===== config.mk =====
export PLATFORM = sky130hd
export DESIGN_NAME = id_ex_imm_stage
export DESIGN_NICKNAME = d
export VERILOG_FILES = /design/src/rtl/id_ex_imm_stage_pkg.sv /design/src/rtl/id_ex_imm_stage_imm_select.sv /design/src/rtl/id_ex_imm_stage.sv
export SDC_FILE = /design/constraint.sdc
export NUM_CORES = 1
export LEC_CHECK = 0
export CAP_MARGIN = 10
export CORE_AREA = 2 2 208 210
export CTS_BUF_LIST = sky130_fd_sc_hd__clkbuf_8
export DETAILED_ROUTE_END_ITERATION = 10
export DIE_AREA = 0 0 210 212
export DONT_BUFFER_PORTS = 1
export GPL_ROUTABILITY_DRIVEN = 0
export PLACE_DENSITY_LB_ADDON = 0.25
export SYNTH_ARGS = -nofsm -noshare
export SYNTH_HDL_FRONTEND = slang
export SYNTH_SLANG_ARGS = --single-unit

===== constraint.sdc =====
create_clock -name clk -period 7 [get_ports clk]
set_input_delay 2.1 -clock clk [delete_from_list [all_inputs] [get_ports clk]]
set_output_delay 2.1 -clock clk [all_outputs]
set_load 0.01 [all_outputs]

===== src/rtl/id_ex_imm_stage_pkg.sv =====
// Shared CPU constants: immediate-format encodings, zero-register number and
// the byte shift that turns an instruction-word offset into a byte offset.
package id_ex_imm_stage_pkg;

    typedef enum logic [2:0] {
        IMM_NONE = 3'd0,
        IMM_D    = 3'd1,
        IMM_I    = 3'd2,
        IMM_CB   = 3'd3,
        IMM_B    = 3'd4,
        IMM_IM   = 3'd5
    } imm_sel_e;

    localparam logic [4:0] XZR         = 5'd31;
    localparam int         INSTR_SHIFT = 2;

    // Encodings above IMM_IM are reserved.
    function automatic logic sel_reserved(input logic [2:0] sel);
        return sel > IMM_IM;
    endfunction

endpackage


===== src/rtl/id_ex_imm_stage_imm_select.sv =====
// Immediate selection and branch-target adder for the ID/EX stage.
// Purely combinational; the top registers its results.
module imm_select
    import id_ex_imm_stage_pkg::*;
#(
    parameter int W = 64
) (
    input  logic [2:0]   imm_sel,
    input  logic [W-1:0] Imm9,
    input  logic [W-1:0] Imm12,
    input  logic [W-1:0] Imm16,
    input  logic [W-1:0] Imm19,
    input  logic [W-1:0] Imm26,
    input  logic [1:0]   mov_hw,
    input  logic [W-1:0] pc_in,
    output logic [W-1:0] imm_next,
    output logic [W-1:0] tgt_next,
    output logic         illegal_sel
);

    logic [W-1:0] cb_off;
    logic [W-1:0] b_off;
    logic [W-1:0] im_val;
    logic         unused_imm16_hi;

    // Only the low halfword of the MOV immediate is meaningful.
    assign unused_imm16_hi = ^Imm16[W-1:16];

    assign cb_off = Imm19 << INSTR_SHIFT;
    assign b_off  = Imm26 << INSTR_SHIFT;
    // Logical shift by 16*hw; bits past W-1 fall off.
    assign im_val = W'(Imm16[15:0]) << {mov_hw, 4'b0000};

    always_comb begin
        imm_next = '0;
        tgt_next = pc_in + W'(4);
        case (imm_sel)
            IMM_D:   imm_next = Imm9;
            IMM_I:   imm_next = Imm12;
            IMM_CB: begin
                imm_next = cb_off;
                tgt_next = pc_in + cb_off;
            end
            IMM_B: begin
                imm_next = b_off;
                tgt_next = pc_in + b_off;
            end
            IMM_IM:  imm_next = im_val;
            default: imm_next = '0;
        endcase
    end

    assign illegal_sel = sel_reserved(imm_sel);

endmodule


===== src/rtl/id_ex_imm_stage.sv =====
// ID/EX pipeline register for immediates and branch targets.
// Priority: reset > flush > stall > capture (empty slot loads a bubble).
module id_ex_imm_stage
    import id_ex_imm_stage_pkg::*;
#(
    parameter int W = 64
) (
    input  logic         clk,
    input  logic         reset,
    input  logic         stall,
    input  logic         flush,
    input  logic         in_valid,
    input  logic [2:0]   imm_sel,
    input  logic [W-1:0] Imm9,
    input  logic [W-1:0] Imm12,
    input  logic [W-1:0] Imm16,
    input  logic [W-1:0] Imm19,
    input  logic [W-1:0] Imm26,
    input  logic [1:0]   mov_hw,
    input  logic [W-1:0] pc_in,
    input  logic [4:0]   rd_in,
    output logic         out_valid,
    output logic [W-1:0] imm_out,
    output logic [W-1:0] br_target,
    output logic [4:0]   rd_out,
    output logic         illegal
);

    logic [W-1:0] imm_next;
    logic [W-1:0] tgt_next;
    logic         illegal_sel;

    imm_select #(.W(W)) u_sel (
        .imm_sel     (imm_sel),
        .Imm9        (Imm9),
        .Imm12       (Imm12),
        .Imm16       (Imm16),
        .Imm19       (Imm19),
        .Imm26       (Imm26),
        .mov_hw      (mov_hw),
        .pc_in       (pc_in),
        .imm_next    (imm_next),
        .tgt_next    (tgt_next),
        .illegal_sel (illegal_sel)
    );

    logic bubble;
    assign bubble = reset || flush || (!stall && !in_valid);

    always_ff @(posedge clk) begin
        if (bubble) begin
            out_valid <= 1'b0;
            illegal   <= 1'b0;
            imm_out   <= '0;
            br_target <= '0;
            rd_out    <= XZR;
        end else if (!stall) begin
            out_valid <= 1'b1;
            illegal   <= illegal_sel;
            imm_out   <= imm_next;
            br_target <= tgt_next;
            rd_out    <= rd_in;
        end
    end

endmodule


## Yosys cells after proc, flatten, opt, wreduce, memory -nomap -nowiden

Cells that the tools add are included.

- $add $sub $neg: 3
- Order comparisons: 1
- Equality and inequality tests: 5
- Shifts and indexed selects: 1
- Multiplexer cells: 2
- Reduce and logical (&&, ||, !) cells: 5

Operators with widths:

| operator | count |
|---|---|
| case mux 64 bit (5 select lines) | 1 |
| adder 64 bit | 2 |
| case mux 64 bit (2 select lines) | 1 |
| adder 64 x 3 -> 64 bit, second input constant | 1 |
| << shifter 16 x 6 -> 64 bit | 1 |
| equality test 3 x 2 -> 1 bit, second input constant | 2 |
| equality test 3 bit, second input constant | 2 |
| equality test 3 x 1 -> 1 bit, second input constant | 1 |
| > comparator 3 bit, second input constant | 1 |
| logical NOT 1 bit | 2 |
| logical OR 1 bit | 2 |
| logical AND 1 bit | 1 |

- Register bits: 135
- Input bits: 399
- Output and inout bits: 135

## Longest topological paths before layout

- Depth after elaboration: 3
- Gate-level depth with buffers: 18
- Mapped depth without buffers: 16

## Cells and area by module

Synthesis repeated with hierarchy kept, for this count alone.

- Cell total of the unflattened synthesis: 1451
- Area, all modules: 11233.3 um^2

Modules (own cells, without submodules):

| module | instances | cells each | area an instance (um^2) | seq. area each (um^2) |
|---|---|---|---|---|
| id_ex_imm_stage | 1 | 601 | 5690.5 | 2702.6 |
| imm_select | 1 | 850 | 5542.8 | 0.0 |

## Worst setup path before layout

OpenSTA, ideal clock, no wires.

- Path kind: input to register
- Start point: in imm_sel[0]
- End point: reg br_target[58]
- Setup time: 63 ps
- Data arrival time: 5445 ps
- Setup slack: 1491 ps
- Stages on the path: 18
- Cell sequence: nor3b_1 -> clkbuf_1 -> clkbuf_1 -> a22oi_1 -> o21ai_0 -> ha_1 -> inv_1 -> fa_1 -> nand2b_1 -> a21oi_2 -> o2111ai_2 -> nand2_2 -> a22oi_2 -> o311ai_2 -> a31o_4 -> a41oi_2 -> or3b_1 -> nand3_1

- Word-level cells in the longest chain between the ends: 2
- Elaborated cells on any way between the ends: 3
- Those cells by class: 2 x eq/ne; 1 x mux

Ends and longest elaborated chain:

| what | line | text |
|---|---|---|
| start, declared | id_ex_imm_stage.sv:13 | `input logic [2:0] imm_sel,` |
| equality test 3 bit or equality test 3 x 2 -> 1 bit (tied branches) | id_ex_imm_stage_imm_select.sv:37 | `case (imm_sel)` |
| case mux 64 bit (2 select lines) (*) | id_ex_imm_stage_imm_select.sv:37 |  |
| end signal, assigned | id_ex_imm_stage.sv:61 | `br_target <= tgt_next;` |
| end, declared | id_ex_imm_stage.sv:24 | `output logic [W-1:0] br_target,` |

Every way passes the cells marked *; elsewhere a longest branch is shown, timed or not.
A chain may end at the register's enable or synchronous reset.

## Final worst setup path

Same ends and word-level chain as after synthesis.

==> results.txt <==
----------------------------------------------------
[GRT]
  Vias in the first global route ... 10166
  Wire length of the first global-routing pass ... 74230 um
  Maximum number of pins on one net before global-route repair ... 179
  Gr usage total ... 0.2402
  Antenna violations before repair ... 22
  Global route overflow ... 0

[Hold path]
  Startpoint of the tightest hold check path ... out_valid
  Hold Path Depth ... 2
  Hold Path Class ... flop to flop
  Worst hold path endpoint ... out_valid

[Clock tree]
  Clk Tree Root Cell ... clkbuf_8
  Maximum level of the CTS H-tree ... 4
  Worst-path clk slew ... 90 ps
  Post-CTS resize count ... 0
  CTS tree ... built
  Maximum root-to-sink buffer count ... 2
  Clk Latency, worst-skew pair ... 550 ps
  Inserted Clock Buffers ... 17
  Total clock sinks ... 135
  CTS Hold Bufs ... 0
  Buffers inserted by post-CTS timing repair ... 0

[Power]
  Internal power summed over all cells ... 1.267 mW
  Net Switching ... 0.7525 mW
  Clock power frac ... 0.336
  Comb power frac ... 0.260
  Seq pwr share ... 0.404
  Final total power ... 2.019 mW
  Worst IR drop on VDD ... 118.9 uV
  Power Dens Cells ... 186.0 nW/um^2
  Leakage power figure ... 4.004 nW
  Switching share of total power ... 0.3727

[Detailed routing]
  Max Used Layer ... met5
  Via count ... 10450
  Average detailed-routed wire length per instance ... 29.81 um
  Final routed wirelength across all metal layers ... 54650 um
  Mean number of vias per cell ... 5.701
  Met3 layer wire length in the routed design ... 5108 um
  Antenna-violating nets left ... 0
  Starting DRT DRC Count ... 772
  DRT Pass-1 Iters ... 5
  # DRC ... 0
  M1 WL ... 20640 um
  Met2 wire length ... 25950 um

[Yosys]
  Yosys top cell area share ... 0.2717
  Post-synthesis instance area ... 9947 sq um
  Post-synth ARST share ... 0
  Distinct cell type count after synthesis ... 80
  Most repeated cell in the gate-level netlist after synthesis ... a21oi_1
  Total of warnings raised by yosys ... 0
  Main area contributors after synthesis ... dfxtp_1 (27%), a21oi_1 (12%), ha_1 (7.8%)
  Most used standard cells in the synthesized netlist ... a21oi_1 (233), nor2_1 (169), dfxtp_1 (135)
  Fraction of the yosys area taken by sequential cells ... 0.2717
  Post-synthesis register bit count ... 135
  Avg Inst Size Synth ... 7.564 sq um
  Library cell with the largest summed area after synthesis ... dfxtp_1
  Number of instances in the synthesized netlist ... 1315
  Number of enable-type register cells in the synthesized netlist ... 0
  Commonest register cell after synthesis ... dfxtp_1
  Nets in the synthesized netlist ... 1777

[Timing]
  Max Slew Vio Count ... 0
  Final count of negative-setup-slack endpoints ... 0
  Slew at the pin closest to its max-slew limit ... 1241 ps
  Clock skew after layout ... 0 ps
  Final Cycle Share ... 0.7906
  Final period demand of the worst path ... 5534 ps
  Max transition margin ... 0.1684
  Sum of negative setup slack ... 0 ps
  Number of failing hold endpoints at the final stage ... 0
  Highest attainable clock frequency ... 180.7 MHz
  Unrepaired setup endpoints after global routing ... false
  Hold_ws ... 501.9 ps

[Die]
  DIE WIDTH ... 210 um
  Starting utilization of the core area ... 0.2340
  Vertical die dimension ... 212 um
  Standard-cell rows ... 76
  Core region area ... 42510 sq um
  Die outline area ... 44520 sq um
  Boundary Pins ... 534

[Critical path]
  Critical Path End Type ... flop
  Arrival time of data at the critical path endpoint ... 6040 ps
  Path type of the worst setup path ... input pin to flop
  Required time reported for the critical path endpoint ... 7500 ps
  Critical Path Fanout Max ... 4
  Setup slack of the worst register-to-register path ... 6140 ps
  Reg-to-reg critical path endpoint ... illegal
  R2r startpoint ... illegal
  Sort of element at the start of the critical path ... input pin
  Register-to-Register Path Depth ... 2

[Finish]
  Share of final-layout standard cells stronger than drive strength 1 ... 0.06462
  Final core utilization ... 0.2554
  Layout area overhead ... 9.157%
  Number of nets in the layout ... 1718

[Run status]
  Run status ... finished clean

[Place]
  IO buf count ... 0
  Detailed placer's ending HPWL ... 44290 um

[Run]
  Max Cap Violations ... 0

----------------------------------------------------
[layer usage]
metal	vias up	global-route usage
met3	116	0.08685
li1	4767	-
met5	-	0
met2	595	0.4035
met4	8	0.1458
met1	4964	0.2598
[flip-flops by register name, indices dropped and copies added (netlist names)]
signal,cells
imm_out,64
illegal,1
rd_out,5
out_valid,1
br_target,64
[power by group through the flow]
| stage | logic [mW] | clock network, mW | registers [mW] |
|---|---|---|---|
| after floorplan | 0.377 | 0 | 0.826 |
| after global placement | 0.518 | 0 | 0.834 |
| after detailed placement | 0.521 | 0 | 0.834 |
| after CTS | 0.524 | 0.713 | 0.816 |
| after global routing | 0.576 | 0.729 | 0.818 |
| final | 0.526 | 0.678 | 0.816 |
[critical path, cell delays in order]
cell	delay [ps]
nor3b_2	340
a22oi_1	180
o21ai_0	250
ha_1	290
inv_1	60
fa_1	400
nand2b_1	200
a21oi_2	190
o2111ai_2	220
nand2_2	180
a22oi_2	120
o311ai_2	530
a31o_4	280
a41oi_2	200
or3b_1	410
nand3_1	80
[area by class of cell]
class | count | area [sq um]
Clock inverter | 14 | 126.4
Multi-Input combinational cell | 1055 | 6820
Tap cell | 546 | 683.2
Fill cell | 4752 | 31650
Timing Repair Buffer | 15 | 112.6
Inverter | 32 | 120.1
Clock buffer | 18 | 247.7
Sequential cell | 135 | 2703
Antenna cell | 18 | 45.04
[cell families (layout without fill, tap and decap cells)]
family | count (synthesis) | after routing | synth area share
AO/OA/AOI/OAI | 521 | 521 | 0.3532
AND/OR/NAND/NOR | 389 | 389 | 0.1720
flip-flops | 135 | 135 | 0.2717
buffers and inverters | 125 | 79 | 0.04780
adder cells (fa/ha/maj) | 63 | 63 | 0.08000
XOR/XNOR | 57 | 57 | 0.05019
multiplexers | 25 | 25 | 0.02516
other | 0 | 18 | 0
[metrics by stage]
| stage | std cells | setup slack, ps | instance area [sq um] |
|---|---|---|---|
| 2_1_floorplan | 1315 | 1491 | 9947 |
| 3_3_place_gp | 1783 | 961.6 | 10440 |
| 3_5_place_dp | 1783 | 940.9 | 10440 |
| 4_1_cts | 1815 | 1562 | 10810 |
| 5_1_grt | 1827 | 1307 | 10840 |
| 6_report | 1833 | 1466 | 10860 |
[worst max path at each step]
stage / endpoint / cells after the start / startpoint
after floorplan: br_target[58] / 18 / imm_sel[0]
after global placement: br_target[58] / 16 / imm_sel[0]
after detailed placement: br_target[58] / 16 / imm_sel[0]
after CTS: br_target[58] / 16 / imm_sel[0]
after global routing: br_target[58] / 16 / imm_sel[0]
final: br_target[58] / 16 / imm_sel[0]
[cell usage in the layout, fill, tap and decap left out, drive strengths merged, types with 33 or more instances in the layout]
master / netlist / routed
nand2: 116 / 116
a21oi: 239 / 239
nand3: 33 / 33
dfxtp: 135 / 135
a221oi: 61 / 61
o21ai: 46 / 46
inv: 32 / 38
a22o: 59 / 59
nor2: 169 / 169
ha: 62 / 62
Note: power is estimated with default switching activity, not from simulation.
